File: config.mk
export PLATFORM = sky130hd
export DESIGN_NAME = sysctrl_gen
export DESIGN_NICKNAME = d
export VERILOG_FILES = /design/src/rtl/sysctrl_gen.sv
export SDC_FILE = /design/constraint.sdc
export NUM_CORES = 1
export LEC_CHECK = 0
export BUFFER_PORTS_ARGS = -buffer_cell sky130_fd_sc_hd__buf_2
export CORE_ASPECT_RATIO = 0.9
export CORE_MARGIN = 8
export CORE_UTILIZATION = 40
export CTS_BUF_LIST = sky130_fd_sc_hd__clkbuf_8
export DETAILED_ROUTE_END_ITERATION = 8
export GPL_TIMING_DRIVEN = 0
export PLACE_DENSITY = 0.61
export SLEW_MARGIN = 20
export SYNTH_ARGS = -nofsm -noshare
export SYNTH_HDL_FRONTEND = slang
export SYNTH_SLANG_ARGS = --single-unit
File: constraint.sdc
create_clock -name clk -period 9.38 [get_ports clk]
set_input_delay 0 -clock clk [delete_from_list [all_inputs] [get_ports clk]]
set_output_delay 0 -clock clk [all_outputs]
set_load 0.02 [all_outputs]
File: src/rtl/sysctrl_gen.sv
// MCU system-control endpoint: framed command decoder, LEDs, RGB, buttons, config slots, IRQs.
// Define SYSCTRL_IRQ_MASK_EN to add CMD7 (writable interrupt mask); otherwise the mask is fixed all ones.
module sysctrl_gen #(
    parameter logic [7:0] CORE_ID = 8'h01,
    parameter int         NUM_LED = 2,
    parameter int         NUM_BTN = 2,
    parameter int         INT_CH  = 8,
    parameter int         NUM_CFG = 26
) (
    input  logic                 clk,
    input  logic                 reset,
    input  logic                 data_in_strobe,
    input  logic                 data_in_start,
    input  logic [7:0]           data_in,
    output logic [7:0]           data_out,
    output logic                 int_out_n,
    input  logic [INT_CH-1:0]    int_in,
    output logic [INT_CH-1:0]    int_ack,
    input  logic [NUM_BTN-1:0]   buttons,
    output logic [NUM_LED-1:0]   leds,
    output logic [23:0]          color,
    output logic [8*NUM_CFG-1:0] cfg_values,
    output logic                 cfg_wr,
    output logic [4:0]           cfg_wr_idx
);

    localparam int              SLOT_W    = (NUM_CFG > 1) ? $clog2(NUM_CFG) : 1;
    localparam logic [7:0]      ID_BASE   = 8'h41;
    localparam logic [INT_CH-1:0] EVT_CHANS = {{(INT_CH-1){1'b1}}, 1'b0};

    logic [3:0]          r_state;
    logic [7:0]          r_cmd;
    logic [7:0]          r_slot;
    logic [7:0]          r_data_out;
    logic [NUM_LED-1:0]  r_leds;
    logic [23:0]         r_color;
    logic [7:0]          r_cfg [NUM_CFG];
    logic                r_cfg_wr;
    logic [4:0]          r_cfg_wr_idx;
    logic [INT_CH-1:0]   r_pending;
    logic [INT_CH-1:0]   r_int_prev;
    logic [INT_CH-1:0]   r_int_ack;
    logic                r_int_out_n;

    logic                w_exec;
    logic                w_slot_ok;
    logic [INT_CH-1:0]   w_rise;
    logic [INT_CH-1:0]   w_clr;
    logic [INT_CH-1:0]   w_mask;

`ifdef SYSCTRL_IRQ_MASK_EN
    logic [INT_CH-1:0]   r_mask;
    assign w_mask = r_mask;
`else
    assign w_mask = '1;
`endif

    function automatic logic [7:0] bitrev(input logic [7:0] b);
        logic [7:0] res;
        for (int i = 0; i < 8; i++) begin
            res[i] = b[7-i];
        end
        return res;
    endfunction

    assign w_exec    = data_in_strobe && !data_in_start && (r_state != 4'd0);
    assign w_slot_ok = (r_slot < 8'(NUM_CFG));
    // ch0 is the coldboot flag: only reset sets it, so its line is never edge-detected
    assign w_rise    = int_in & ~r_int_prev & EVT_CHANS;
    assign w_clr     = (w_exec && r_cmd == 8'h05 && r_state == 4'd1) ? data_in[INT_CH-1:0] : '0;

    always_ff @(posedge clk or posedge reset) begin
        if (reset) begin
            r_state      <= 4'd0;
            r_cmd        <= 8'h00;
            r_slot       <= 8'h00;
            r_data_out   <= 8'h00;
            r_leds       <= '0;
            r_color      <= 24'h000000;
            r_cfg_wr     <= 1'b0;
            r_cfg_wr_idx <= 5'd0;
            r_pending    <= INT_CH'(1);
            r_int_prev   <= '0;
            r_int_ack    <= '0;
            r_int_out_n  <= 1'b0;
            for (int i = 0; i < NUM_CFG; i++) begin
                r_cfg[i] <= 8'h00;
            end
`ifdef SYSCTRL_IRQ_MASK_EN
            r_mask       <= '1;
`endif
        end else begin
            r_cfg_wr    <= 1'b0;
            r_int_prev  <= int_in;
            // a new edge in the same cycle as an MCU clear keeps the bit pending
            r_pending   <= (r_pending & ~w_clr) | w_rise;
            r_int_ack   <= w_clr;
            r_int_out_n <= ~|(r_pending & w_mask);

            if (data_in_strobe && data_in_start) begin
                r_cmd   <= data_in;
                r_state <= 4'd1;
            end else if (w_exec) begin
                r_state <= (r_state == 4'hF) ? r_state : r_state + 4'd1;
                case (r_cmd)
                    8'h00: begin
                        case (r_state)
                            4'd1:    r_data_out <= 8'h5C;
                            4'd2:    r_data_out <= 8'h42;
                            4'd3:    r_data_out <= CORE_ID;
                            default: r_data_out <= 8'h00;
                        endcase
                    end
                    8'h01: if (r_state == 4'd1) r_leds <= data_in[NUM_LED-1:0];
                    8'h02: begin
                        case (r_state)
                            4'd1:    r_color[15:8]  <= bitrev(data_in);
                            4'd2:    r_color[7:0]   <= bitrev(data_in);
                            4'd3:    r_color[23:16] <= bitrev(data_in);
                            default: ;
                        endcase
                    end
                    8'h03: r_data_out <= 8'(buttons);
                    8'h04: begin
                        // ids below "A" wrap to large values and fail the range check
                        if (r_state == 4'd1) begin
                            r_slot <= data_in - ID_BASE;
                        end else if (r_state == 4'd2 && w_slot_ok) begin
                            r_cfg[r_slot[SLOT_W-1:0]] <= data_in;
                            r_cfg_wr                  <= 1'b1;
                            r_cfg_wr_idx              <= r_slot[4:0];
                        end
                    end
                    8'h05: r_data_out <= 8'(r_pending);
                    8'h06: begin
                        if (r_state == 4'd1) begin
                            r_slot <= data_in - ID_BASE;
                        end else if (w_slot_ok) begin
                            r_data_out <= r_cfg[r_slot[SLOT_W-1:0]];
                            r_slot     <= r_slot + 8'd1;
                        end else begin
                            r_data_out <= 8'h00;
                        end
                    end
`ifdef SYSCTRL_IRQ_MASK_EN
                    8'h07: begin
                        if (r_state == 4'd1) begin
                            r_mask     <= data_in[INT_CH-1:0];
                            r_data_out <= 8'(r_mask);
                        end
                    end
`endif
                    default: ;
                endcase
            end
        end
    end

    genvar gi;
    generate
        for (gi = 0; gi < NUM_CFG; gi++) begin : g_cfg_out
            assign cfg_values[8*gi +: 8] = r_cfg[gi];
        end
    endgenerate

    assign data_out   = r_data_out;
    assign int_out_n  = r_int_out_n;
    assign int_ack    = r_int_ack;
    assign leds       = r_leds;
    assign color      = r_color;
    assign cfg_wr     = r_cfg_wr;
    assign cfg_wr_idx = r_cfg_wr_idx;

endmodule

# ---- Word-level counts from Yosys, hierarchy flattened
# Index checks and enable logic that the tools add are counted.
# Widths: inputs -> output; s select.
dict set report classes {
  magnitude_cmp 3
  n_eq_ne 14
  n_bitwise 8
  mux 23
  n_reduce_logical 23
  addsub 3
}
# cell count
set op_table {}
lappend op_table {{$bwmux 208} 1}
lappend op_table {{$mux 8} 9}
lappend op_table {{$bmux 8 s5} 1}
lappend op_table {{$demux 8 s5} 1}
lappend op_table {{$pmux 8 s4} 1}
lappend op_table {{$eq 8x3->1 const B} 3}
lappend op_table {{$pmux 7 s3} 1}
lappend op_table {{$reduce_and 4->1} 5}
lappend op_table {{$and 8x8->8} 2}
lappend op_table {{$eq 8x2->1 const B} 2}
lappend op_table {{$not 8->8} 2}
lappend op_table {{$pmux 8 s2} 1}
lappend op_table {{$mux 4} 3}
lappend op_table {{$reduce_and 5->1} 2}
lappend op_table {{$add 8x1->8 const B} 1}
lappend op_table {{$eq 4x2->1 const B} 2}
lappend op_table {{$eq 8x1->1 const B} 1}
lappend op_table {{$logic_not 8->1} 1}
lappend op_table {{$lt 8x5->1 const B} 1}
lappend op_table {{$or 8x8->8} 1}
lappend op_table {{$reduce_bool 4->1} 2}
lappend op_table {{$reduce_or 8->1} 1}
lappend op_table {{$sub 8x7->8 const B} 1}
lappend op_table {{$logic_and 1x1->1} 7}
lappend op_table {{13 further kinds} 22}
dict set report word_totals {
  inputBits 22
  out_inout_bits 257
  regBits 293
}

# ---- Depth between registers and ports, before layout
dict set report depth {
  word_depth 9
  mapped_depth 10
}

# ---- Worst setup path before layout
# OpenSTA, ideal clock, no wires.
dict set report synth_path {
  path_kind {register to register}
  from {register r_state[0]}
  to {register r_cfg, in the netlist cfg_values[160]}
  arrival_time_ns 2.581
  setup_time_ns 0.125
  path_slack_ns 6.674
  required_time_ns 9.255
  period_less_slack_ns 2.706
  n_path_buf 1
  stages_incl_launch_ff 10
  cell_sequence {dfrtp_1 > inv_1 > ha_1 > or3b_1 > or3_4 > nor4_4 > and2_4 > buf_12 > nand2_8 > mux2_4}
}
dict set report synth_via {
  elab_chain_cells 3
}
# item line
set synth_lines {}
lappend synth_lines {{from (decl)} 31} ;# logic [3:0] r_state;
lappend synth_lines {{from (signal assigned)} 104} ;# r_state <= (r_state == 4'hF) ? r_state : r_state + 4'd1;
lappend synth_lines {{$eq 4x2->1 (tied with other cells)} 128} ;# end else if (r_state == 4'd2 && w_slot_ok) begin
lappend synth_lines {{$logic_and 1x1->1 (tied with other cells)} 128}
lappend synth_lines {{$reduce_and 5->1 (no source line) (*)} n/a}
lappend synth_lines {{to (signal, indexed assignment)} 129} ;# r_cfg[r_slot[SLOT_W-1:0]] <= data_in;
lappend synth_lines {{to (decl)} 37} ;# logic [7:0] r_cfg [NUM_CFG];
# Mark *: on every way between the ends. The rest lies on a longest branch, timed or not.
# A chain may end at the register's enable or synchronous reset.

# ---- Final worst setup path
dict set report layout_path {
  from {register r_slot[0]}
  to {register r_data_out[1] (netlist: data_out[1])}
}
dict set report layout_via {
  elab_chain_cells 7
}
# item line
set layout_lines {}
lappend layout_lines {{from (decl)} 33} ;# logic [7:0] r_slot;
lappend layout_lines {{from (signal assigned)} 127} ;# r_slot <= data_in - ID_BASE;
lappend layout_lines {{from (signal assigned)} 137} ;# r_slot <= data_in - ID_BASE;
lappend layout_lines {{from (signal assigned)} 140} ;# r_slot <= r_slot + 8'd1;
lappend layout_lines {{$not 5->6 (not written as such)} 139} ;# r_data_out <= r_cfg[r_slot[SLOT_W-1:0]];
lappend layout_lines {{$bmux 8 s5} 139}
lappend layout_lines {{$mux 8 (not written as such) (2 in a row)} 139}
lappend layout_lines {{$mux 8 (*)} 138} ;# end else if (w_slot_ok) begin
lappend layout_lines {{$mux 8 (*)} 136} ;# if (r_state == 4'd1) begin
lappend layout_lines {{$pmux 8 s4 (*)} 105} ;# case (r_cmd)
lappend layout_lines {{to (signal assigned)} 123} ;# 8'h03: r_data_out <= 8'(buttons);
lappend layout_lines {{to (signal assigned)} 134} ;# 8'h05: r_data_out <= 8'(r_pending);
lappend layout_lines {{to (signal assigned)} 139}
lappend layout_lines {{to (decl)} 34} ;# logic [7:0] r_data_out;
# Mark *: on every way between the ends. The rest lies on a longest branch, timed or not. The select of a mux whose other input is x is not followed.

==> flow_metrics.tcl <==
set metrics [dict create \
    status "complete, no violations" \
    whs_ns 0.0286 \
    die_w_um 217 \
    dieArea_mm2 0.0429 \
    cts_hold_buf 18 \
    fin_cells 1858 \
    grt_pass1_wl_um 73700 \
    cts_tree "yes" \
    clk_pin_slew_ns 0.06 \
    ys.warnings.count 0 \
    combPwrFrac 0.142 \
    cts_root_buf "clkbuf_8" \
    dpl.hpwl_um 37000 \
    drtIter0Drc 644 \
    drive_above_1_share 0.493 \
    rsz0062_at_grt "false" \
    synth_area_leaders "dfrtp_1 (50%), mux2_4 (21%), mux4_2 (4.5%), nand2_8 (3.4%), mux2_2 (3.3%)" \
    wirelength_um 50400 \
    fmax_ghz 0.250 \
    cp_max_fo 10 \
    netlist_area_mm2 0.0146 \
    power_leakage_uw 0.00955 \
    cpPeakStageDelay_ns 0.89 \
    final_util 0.494 \
    slew_viol_final 0 \
    synth_cells 996 \
    switching_share 0.297 \
    drt_first_pass_iters 5 \
    fin_crit_sh 0.426 \
    ant_nets 0 \
    portBuffers 274 \
    async_flop_share 1.00 \
    grt_use_total 0.232 \
    antenna_found_initial 0 \
    grt_max_degree 105 \
    clock_latency_ns 0.61 \
    power_density_mw_per_mm2 162 \
    setup_violations 0 \
    num_io_pins 279 \
    crit_chain "buf_2 -> buf_2 -> clkbuf_1 -> mux2i_1 -> o22ai_1 -> a221oi_1 -> nand3_1 -> a221oi_1 -> a21oi_1" \
    fin_nets 1373 \
    min_period_ns 3.99 \
    area_growth_pct 22.1 \
    synth.top_cell.area_share 0.499 \
    vdd_ir_drop_max_v 0.0000923 \
    syn-num-nets 1027 \
    initial_core_util 0.404 \
    yosysTopAreaCell "dfrtp_1" \
    synth_edf_count 0 \
    dpl.cell_count 1748 \
    crit_arrival_ns 4.43 \
    h-tree-depth 2 \
    hold_viol 0 \
    crit-reg2reg-launch "r_slot[0]$_DFFE_PP0P_" \
    p_int_uw 2030 \
    cts_resized 0 \
    cts.path.max_buffers 3 \
    crit_required_ns 9.81 \
    worstHoldPathType "in2async" \
    core_area_mm2 0.0361 \
    fill_cells 3265 \
    seq_power_share 0.457 \
    final.setup_skew_ns 0.0276 \
    startpoint "r_slot[0]$_DFFE_PP0P_" \
    cts_sinks 292 \
    viasPerCell 5.36 \
    p_sw_uw 860 \
    maxCapViolCount 0 \
    post_cts_buffers 0 \
    grt_pass1_vias 10600 \
    synth_cell_types 63 \
    ys_seq_area_frac 0.501 \
    grt_overflow_total 0 \
    drc 0 \
    start_kind "flop" \
    p_clk_frac 0.401 \
    slew_headroom 0.244 \
    ys.flop_type "dfrtp_1" \
    wl_per_cell_um 27.1 \
    tightest_slew_ns 1.13 \
    path_class "reg2reg" \
    place_congestion 0.908 \
    ys_ff_latch 292 \
    antenna_cells 0 \
    cp_slowest_cell "clkbuf_1" \
    vias 9959 \
    rows 66 \
    critPathCaptureType "flop" \
    cts_buffers 50 \
    die_h_um 197 \
    postSynthAreaPerCell_um2 14.6 \
]
==> sequential cells by signal (all words and copies together), names as in the netlist <==
| register | flops |
|---|---|
| cfg_wr_idx | 5 |
| cfg_wr | 1 |
| cfg_values | 208 |
| color | 24 |
| leds | 2 |
| int_ack | 8 |
| r_slot | 8 |
| r_state | 4 |
| r_cmd | 8 |
| r_int_prev | 7 |
| r_pending | 8 |
| int_out_n | 1 |
| data_out | 8 |
==> worst max-delay path: cells and delay by family (launching register included) <==
kind	cells	cell delay (ns)
multiplexers	1	0.28
AND/OR/NAND/NOR	1	0.30
AO/OA/AOI/OAI	4	1.08
buffers and inverters	3	1.79
flip-flops	1	0.37
==> power groups by stage <==
stage	logic [uW]	clock network [uW]	registers, uW
floorplan	247	0	1350
global placement	394	0	1340
detailed placement	404	0	1340
global route	442	1240	1320
CTS	411	1180	1320
finish	411	1160	1320
==> cell usage after synthesis (6+ instances only) <==
master,instances
dfrtp_1,291
mux2_4,208
clkbuf_1,46
mux2i_1,44
mux2_2,43
nand2_1,36
mux4_2,29
inv_1,27
nor2_1,26
nand2_8,25
a21oi_1,24
nand3_1,16
and2_1,13
nor3_1,13
o21ai_0,13
a22oi_1,11
o22ai_1,11
ha_1,9
nand4_1,8
buf_2,7
xor2_1,7
nand2b_1,6
==> layer usage <==
metal / global-route usage / up-vias / wire, um
li1: - / 4314 / -
met1: 0.314 / 5157 / 22400
met2: 0.346 / 399 / 22200
met3: 0.0713 / 89 / 4000
met4: 0.0879 / 0 / 1830
met5: 0 / - / 0
==> final cells by class <==
class / instances / area (um^2) / share of cell area
plain buffers: 60 / 307 / 0.0172
clock buffers: 61 / 840 / 0.0471
clock inverters: 31 / 160 / 0.00899
inverters: 28 / 113 / 0.00632
multi-input cells: 616 / 6880 / 0.386
flip-flops and latches: 292 / 7310 / 0.410
well taps: 476 / 596 / 0.0334
repair buffers: 294 / 1610 / 0.0902
==> stage by stage <==
step / worst slack (ns) / TNS [ns] / cell area [um^2] / total power [uW]
6_report: 5.39 / 0 / 17800 / 2890
5_1_grt: 5.18 / 0 / 17800 / 3000
4_1_cts: 5.40 / 0 / 17800 / 2910
3_5_place_dp: 5.41 / 0 / 16600 / 1750
3_3_place_gp: -2.07 / -590.02 / 16600 / 1740
2_1_floorplan: 1.32 / 0 / 14600 / 1600
==> path summary, 6_finish.rpt <==
kind,slack [ns],end,depth (start not counted)
worst min-delay path,0.03,cfg_values[68]$_DFFE_PP0P_,3
worst min register to register,0.43,r_pending[6]$_DFF_PP0_,1
worst max-delay path,5.39,data_out[1]$_DFFE_PP0P_,9
worst max register to register,5.39,data_out[1]$_DFFE_PP0P_,9
max in group asynchronous,8.35,r_pending[0]$_DFF_PP1_,4
min in group clk,0.04,data_out[1]$_DFFE_PP0P_,6
==> cells by family after synthesis <==
kind of cell,Yosys count,share of synthesized area
simple gates,180,0.0936
buf+inv,88,0.0282
mux,324,0.322
compound gates,93,0.0414
xor+xnor,10,0.00600
flops,292,0.501
fa+ha+maj,9,0.00772
==> cell usage in the layout (no fill, tap or decap), types with 12 or more instances in the layout <==
| master | instances |
|---|---|
| clkbuf_8 | 61 |
| nand2_8 | 25 |
| mux2i_1 | 44 |
| buf_2 | 281 |
| mux4_2 | 29 |
| mux2_2 | 43 |
| inv_1 | 49 |
| clkbuf_1 | 46 |
| and2_1 | 13 |
| mux2_4 | 208 |
| nor3_1 | 12 |
| o21ai_0 | 13 |
| nand3_1 | 16 |
| dlygate4sd3_1 | 18 |
| dfrtp_1 | 291 |
| a21oi_1 | 24 |
| nor2_1 | 26 |
| nand2_1 | 36 |
Power figures use the tool's default switching activity.
